--- src/rtl/mam_req_arbiter.sv ---
// Round-robin arbiter sharing one MAM request/write/read interface between PORTS requesters.
// A grant covers the request handshake plus every data beat of that transaction.
module mam_req_arbiter #(
  parameter  int unsigned PORTS      = 2,
  parameter  int unsigned DATA_WIDTH = 16,
  parameter  int unsigned ADDR_WIDTH = 32,
  localparam int unsigned GW         = (PORTS > 2) ? $clog2(PORTS) : 1,
  localparam int unsigned SW         = DATA_WIDTH / 8,
  localparam int unsigned BW         = 14
) (
  input  logic                        clk,
  input  logic                        rst,
  input  logic [PORTS-1:0]            in_req_valid,
  output logic [PORTS-1:0]            in_req_ready,
  input  logic [PORTS-1:0]            in_req_rw,
  input  logic [PORTS*ADDR_WIDTH-1:0] in_req_addr,
  input  logic [PORTS-1:0]            in_req_burst,
  input  logic [PORTS*BW-1:0]         in_req_beats,
  input  logic [PORTS-1:0]            in_write_valid,
  input  logic [PORTS*DATA_WIDTH-1:0] in_write_data,
  input  logic [PORTS*SW-1:0]         in_write_strb,
  output logic [PORTS-1:0]            in_write_ready,
  output logic [PORTS-1:0]            in_read_valid,
  output logic [DATA_WIDTH-1:0]       in_read_data,
  input  logic [PORTS-1:0]            in_read_ready,
  output logic                        req_valid,
  input  logic                        req_ready,
  output logic                        req_rw,
  output logic [ADDR_WIDTH-1:0]       req_addr,
  output logic                        req_burst,
  output logic [BW-1:0]               req_beats,
  output logic                        write_valid,
  output logic [DATA_WIDTH-1:0]       write_data,
  output logic [SW-1:0]               write_strb,
  input  logic                        write_ready,
  input  logic                        read_valid,
  input  logic [DATA_WIDTH-1:0]       read_data,
  output logic                        read_ready,
  output logic [GW-1:0]               grant
);

  typedef enum logic [1:0] {IDLE, REQ, WRITE, READ} state_t;

  state_t          r_state, w_state_nxt;
  logic [GW-1:0]   r_grant, w_grant_nxt;
  logic [GW-1:0]   r_ptr, w_ptr_nxt;
  logic [BW-1:0]   r_cnt, w_cnt_nxt;
  logic            w_any;
  logic [GW-1:0]   w_win;
  logic [GW-1:0]   w_ptr_wrap;
  int unsigned     w_idx;

  logic [ADDR_WIDTH-1:0] w_addr  [PORTS];
  logic [BW-1:0]         w_beats [PORTS];
  logic [DATA_WIDTH-1:0] w_wdata [PORTS];
  logic [SW-1:0]         w_wstrb [PORTS];

  // Split the flattened per-port buses into indexable arrays.
  for (genvar gi = 0; gi < int'(PORTS); gi++) begin : g_port
    assign w_addr[gi]  = in_req_addr[gi*ADDR_WIDTH +: ADDR_WIDTH];
    assign w_beats[gi] = in_req_beats[gi*BW +: BW];
    assign w_wdata[gi] = in_write_data[gi*DATA_WIDTH +: DATA_WIDTH];
    assign w_wstrb[gi] = in_write_strb[gi*SW +: SW];
  end

  assign grant      = r_grant;
  assign w_ptr_wrap = (32'(r_grant) == PORTS - 1) ? '0 : r_grant + GW'(1);

  // First requesting port at or above the pointer, wrapping around.
  always_comb begin : p_pick
    w_any = 1'b0;
    w_win = r_ptr;
    w_idx = 0;
    for (int unsigned i = 0; i < PORTS; i++) begin
      w_idx = (32'(r_ptr) + i) % PORTS;
      if (!w_any && in_req_valid[GW'(w_idx)]) begin
        w_any = 1'b1;
        w_win = GW'(w_idx);
      end
    end
  end

  always_ff @(posedge clk or posedge rst) begin : p_regs
    if (rst) begin
      r_state <= IDLE;
      r_grant <= '0;
      r_ptr   <= '0;
      r_cnt   <= '0;
    end else begin
      r_state <= w_state_nxt;
      r_grant <= w_grant_nxt;
      r_ptr   <= w_ptr_nxt;
      r_cnt   <= w_cnt_nxt;
    end
  end

  // Channel muxing is gated by state so idle/reset leaves every output at zero.
  always_comb begin : p_fsm
    w_state_nxt    = r_state;
    w_grant_nxt    = r_grant;
    w_ptr_nxt      = r_ptr;
    w_cnt_nxt      = r_cnt;
    in_req_ready   = '0;
    in_write_ready = '0;
    in_read_valid  = '0;
    in_read_data   = '0;
    req_valid      = 1'b0;
    req_rw         = 1'b0;
    req_addr       = '0;
    req_burst      = 1'b0;
    req_beats      = '0;
    write_valid    = 1'b0;
    write_data     = '0;
    write_strb     = '0;
    read_ready     = 1'b0;
    case (r_state)
      IDLE: begin
        if (w_any) begin
          w_grant_nxt = w_win;
          w_state_nxt = REQ;
        end
      end
      REQ: begin
        req_valid             = in_req_valid[r_grant];
        req_rw                = in_req_rw[r_grant];
        req_addr              = w_addr[r_grant];
        req_burst             = in_req_burst[r_grant];
        req_beats             = w_beats[r_grant];
        in_req_ready[r_grant] = req_ready;
        if (!in_req_valid[r_grant]) begin
          w_state_nxt = IDLE;
        end else if (req_ready) begin
          w_cnt_nxt   = (in_req_burst[r_grant] && w_beats[r_grant] != '0) ? w_beats[r_grant] : BW'(1);
          w_state_nxt = in_req_rw[r_grant] ? WRITE : READ;
        end
      end
      WRITE: begin
        write_valid             = in_write_valid[r_grant];
        write_data              = w_wdata[r_grant];
        write_strb              = w_wstrb[r_grant];
        in_write_ready[r_grant] = write_ready;
        if (in_write_valid[r_grant] && write_ready) begin
          w_cnt_nxt = r_cnt - BW'(1);
          if (r_cnt == BW'(1)) begin
            w_state_nxt = IDLE;
            w_ptr_nxt   = w_ptr_wrap;
          end
        end
      end
      READ: begin
        read_ready             = in_read_ready[r_grant];
        in_read_valid[r_grant] = read_valid;
        in_read_data           = read_data;
        if (read_valid && in_read_ready[r_grant]) begin
          w_cnt_nxt = r_cnt - BW'(1);
          if (r_cnt == BW'(1)) begin
            w_state_nxt = IDLE;
            w_ptr_nxt   = w_ptr_wrap;
          end
        end
      end
      default: w_state_nxt = IDLE;
    endcase
  end

endmodule

--- config.mk ---
export PLATFORM = sky130hd
export DESIGN_NAME = mam_req_arbiter
export DESIGN_NICKNAME = d
export VERILOG_FILES = /design/src/rtl/mam_req_arbiter.sv
export SDC_FILE = /design/constraint.sdc
export NUM_CORES = 1
export LEC_CHECK = 0
export CAP_MARGIN = 20
export CORE_AREA = 3 3 97 99
export CTS_BUF_LIST = sky130_fd_sc_hd__clkbuf_4 sky130_fd_sc_hd__clkbuf_8
export DETAILED_ROUTE_END_ITERATION = 12
export DIE_AREA = 0 0 100 102
export GPL_ROUTABILITY_DRIVEN = 0
export PLACE_DENSITY = 0.81
export SETUP_SLACK_MARGIN = 0.3
export SYNTH_ARGS = -nofsm -noshare
export SYNTH_HDL_FRONTEND = slang
export SYNTH_SLANG_ARGS = --single-unit
--- constraint.sdc ---
create_clock -name clk -period 3.1 [get_ports clk]
set_input_delay 0.465 -clock clk [delete_from_list [all_inputs] [get_ports clk]]
set_output_delay 0.465 -clock clk [all_outputs]
set_load 0.005 [all_outputs]
-- Word-level counts from Yosys, hierarchy flattened
Cells that the tools add are included.
- add/subtract/negate cells: 3
- magnitude comparators: 5
- equality and inequality tests: 10
- multiplexer cells: 63
- bitwise gates (word level): 4
- reductions and logical operators: 14
- operators with widths (operator ; number):
    2-to-1 mux 32 bit ; 4
    2-to-1 mux 14 bit ; 9
    2-to-1 mux 16 bit ; 5
    case mux 14 bit (3 select lines) ; 1
    2-to-1 mux 1 bit ; 28
    2-to-1 mux 2 bit ; 13
    equality test 14 x 1 -> 1 bit (second input constant) ; 1
    nonzero test 14 bit ; 1
    subtractor 14 x 1 -> 14 bit (second input constant) ; 1
    != test 2 bit (second input constant) ; 5
    case mux 2 bit (4 select lines) ; 1
    bitwise AND 2 bit ; 3
    less-than comparator 1 x 2 -> 1 bit (second input constant) ; 3
    logical AND 1 bit ; 5
    AND reduction 5 bit ; 1
    equality test 2 bit (second input constant) ; 2
    AND reduction 4 bit ; 1
    != test 3 bit (second input constant) ; 1
    AND reduction 3 bit ; 1
    nonzero test 3 bit ; 1
    adder 1 bit (second input constant) ; 2
    equality test 2 x 1 -> 1 bit (second input constant) ; 1
    >= comparator 2 bit (second input constant) ; 1
    logical NOT 2 bit ; 1
    other kinds (7) ; 7
- register bits after elaboration: 18
- output and inout port bits: 92
- logic and storage cells: 103

-- Longest topological paths before layout
- word-level depth: 10
- gate-level depth with buffers: 7
- mapped depth without buffers: 7

-- Least setup slack after synthesis
Ideal clock, no wire load.
- path kind: register -> output
- from: register r_grant, in the netlist grant
- to: output req_addr[25]
- arrival: 1573 ps
- data required time: 2635 ps
- slack: 1062 ps
- cell stages (with the launch flop): 7
- path through: dfrtp_1 -> buf_6 -> buf_2 -> buf_2 -> buf_1 -> mux2i_1 -> nor2_1
- word-level cells in the longest chain between the ends: 5
- RTL lines (element ; RTL line ; RTL):
    start: declaration ; 45 ; logic [GW-1:0] r_grant, w_grant_nxt;
    start signal: assignment ; 91 ; r_grant <= w_grant_nxt;
    NOT 1 -> 2 bit (not written as such) ; 126 ; req_addr = w_addr[r_grant];
    2-to-1 mux 32 bit (not written as such) (3 in a row) ; 126 ;
    2-to-1 mux 32 bit ; 116 ; case (r_state)
    end: declaration ; 29 ; output logic [ADDR_WIDTH-1:0] req_addr,
Every way passes these cells. The select of a mux whose other input is x is not followed.

-- Final worst setup path
- from: register r_grant, in the netlist grant
- to: output req_beats[8]
- word-level cells in the longest chain between the ends: 5
- RTL lines (element ; RTL line ; RTL):
    NOT 1 -> 2 bit (not written as such) ; 128 ; req_beats = w_beats[r_grant];
    2-to-1 mux 14 bit (not written as such) (3 in a row) ; 128 ;
    2-to-1 mux 14 bit ; 116 ;
    end: declaration ; 31 ; output logic [BW-1:0] req_beats,
Every way passes these cells. The select of a mux whose other input is x is not followed.

==> results.cfg <==
[cells_and_area]
layout-drive-gt1-share = 0.0480
regArea_um2 = 454
fin_nets = 725
antenna_cells = 0
fin_cells = 671
synthToLayoutAreaGrowth_pct = 111
postLayoutCoreUtil = 0.591
n_fill_cell = 774
multi_input_area_um2 = 1830

[clock_network]
numCtsBuffers = 3
postCtsHoldBufs = 0
ctsRootBufferMaster = clkbuf_8
cts_sinks = 18
clk_latency_ns = 0.27
clockBufferDepth = 2
cts_htree_levels = 1
cts.clk_slew.worst_paths_ns = 0.08
tritoncts = built

[floorplan]
dieArea_um2 = 10200
ios = 251
die_h_um = 102
die_w_um = 100
initial_core_util = 0.281
fp-row-count = 34
coreArea_um2 = 8640

[global_routing]
grt_first_pass_wirelength_um = 18400
grt_usage = 0.226
grt_use_met2 = 0.430
use_met3 = 0.0621
top_usage_layer = met2
antenna_found_initial = 0
grt_pass1_vias = 3536
grt_max_degree = 37
grt_util_met1 = 0.249
overflow = 0

[critical_path]
rr_endpoint = r_cnt[13]
crit_path_end = req_beats[8]
crit_buf_inv = 2
required_ns = 2.63
crit_cells = 4
critPathCaptureType = output pin
critPathMaxStageDelay_ns = 0.65
crit_family = buffers and inverters
cpMaxStageDelayCell = dfrtp_4
r2r_slack_ns = 0.78
r2r-start = grant
crit_chain = buf_4, mux2i_1, nor2_1, clkdlybuf4s50_1
path_class = flip-flop to output pin
startpoint_type = flip-flop
arrival_ns = 2.15
cp-startpoint = grant
cp_max_fo = 18
r2r_cells = 5

[routing]
vias = 3514
antenna_left = 0
drc = 0
drt-total-wl_um = 12400
drt_iter0_drc = 238
vias_per_cell = 5.24
drt_first_pass_iters = 5
routedWlPerCell_um = 18.4

[run]
max-cap-violations = 0

[synth]
post_synth.cell_area_avg_um2 = 7.43
synth.net_count = 487
async_flop_share = 1.00
mappedNetlistArea_um2 = 2420
synth_ff_type = dfrtp_1
ys_ff_latch = 18
yosysWarnings = 0
synth-edff-count = 0
syn_inst = 326
synth_seq_area_share = 0.186
synth.distinct_cells = 44

[timing]
hold_viol = 0
fin_tns_setup_ns = 0
timing.fmax_mhz = 382
finalSetupViolations = 0
slew_headroom = 0.514
layout_worst_path_cycle_share = 0.843
fin_skew_ns = 0.00547
tightest_slew_ns = 0.728
whs_ns = 0.518
slew_viol_final = 0
rsz0062_at_grt = false
fin_crit_ns = 2.61

[hold_path]
hold_class = flip-flop to flip-flop

[placed_design]
dp_hpwl_um = 10300
port_buffers = 250
placedCellCount = 666

[power_and_ir_drop]
p_per_area_nw_per_um2 = 503
peakVddDrop_v = 0.000267
p_leak_uw = 0.00208

[run_status]
outcome = completed
layout make-up:
| cell class | count | area share |
|---|---|---|
| Clock buffer | 4 | 0.0108 |
| Inverter | 9 | 0.00662 |
| Timing Repair Buffer | 257 | 0.509 |
| Multi-Input combinational cell | 275 | 0.358 |
| Tap cell | 108 | 0.0265 |
| Sequential cell | 18 | 0.0890 |
where the power goes:
group	switching, uW	internal [uW]	total (uW)
logic	810	1040	1850
registers	175	336	511
clock network	89.4	113	203
metrics by stage:
stage,cell area (um2),power (uW),worst slack (ns)
CTS,5070,2510,0.300
detailed placement,5020,2300,0.585
finish,5100,2570,0.486
global route,5100,2730,0.383
global placement,5020,2250,0.615
floorplan,2420,1480,1.06
worst reg2reg max path: stages (launching register included):
cell and delay (ns):
dfrtp_4 0.63, mux2i_1 0.24, o32a_4 0.40, a21oi_1 0.43, o21ai_1 0.13, a221o_1 0.38
registers in the layout, summed over array words and instances (netlist names):
name and cells:
r_ptr 1, r_state 2, r_cnt 14, grant 1
synth_stat cells (2+ instances only):
cell type  number  area (um2)
a211o_1         2        17.5
a21o_1          2        15.0
a21oi_1        10        50.1
a221o_1         4        40.0
a22o_1          3        26.3
a31oi_1         2        12.5
and3_1         25         156
buf_2           8        40.0
buf_6           2        22.5
clkbuf_1       13        48.8
dfrtp_1        18         450
ha_1            2        25.0
inv_1           8        30.0
mux2_2          9         101
mux2i_1        62         621
nand2_1        15        56.3
nand3_1         4        20.0
nand4_1         2        12.5
nor2_1         78         293
nor3_1         16        80.1
nor4_1          6        37.5
o21ai_0        10        50.1
o21ai_1         2        10.0
o22ai_1         2        12.5
or3_1           2        12.5
routing by layer:
| metal | wire [um] | share of wire | up-vias |
|---|---|---|---|
| met5 | 0 | 0 | - |
| met4 | 252 | 0.020 | 0 |
| met3 | 1170 | 0.094 | 27 |
| met2 | 6620 | 0.54 | 194 |
| met1 | 4320 | 0.35 | 1633 |
| li1 | - | - | 1660 |
cells by family after synthesis:
family                     after synthesis  share of synthesized area
buffers and inverters                   33                     0.0614
AOI/OAI and AO/OA                       46                      0.138
and+or+nand+nor                        155                      0.303
xor gates and xnor gates                 1                    0.00361
adders and majority gates                2                     0.0103
DFF                                     18                      0.186
muxes                                   71                      0.298
layout by cell type, fill, tap and decap left out, types with 2 or more instances in the layout:
cell type	n
ha_1	2
clkdlybuf4s50_1	250
a221o_1	4
nand4_1	2
buf_4	4
inv_1	8
or3_1	2
o21ai_1	2
nor2_1	78
a22o_1	3
nand2_1	14
mux2_2	9
nand3_1	4
o22ai_1	2
nor3_1	16
nor4_1	6
buf_12	2
a21o_1	2
dfrtp_1	17
a21oi_1	10
and3_1	25
clkbuf_8	4
a211o_1	2
mux2i_1	62
a31oi_1	2
o21ai_0	10
timing repair:
action | CTS | global route
hold endpoints to repair | 0 | 0
resized for setup | 0 | 1
endpoints found under the setup margin | 0 | 20
setup buffers | 0 | 1
worst min-delay path by stage:
| stage | start | end | slack (ns) | cells past startpoint |
|---|---|---|---|---|
| after global routing | r_ptr | r_ptr | 0.54 | 1 |
| after CTS | r_ptr | r_ptr | 0.52 | 1 |
| after detailed placement | r_ptr | r_ptr | 0.50 | 1 |
| after global placement | r_cnt[13] | r_cnt[13] | 0.50 | 1 |
| final | r_ptr | r_ptr | 0.52 | 1 |
| after floorplan | rst | grant | 0.40 | 1 |
Note: power is estimated with default switching activity, not from simulation.
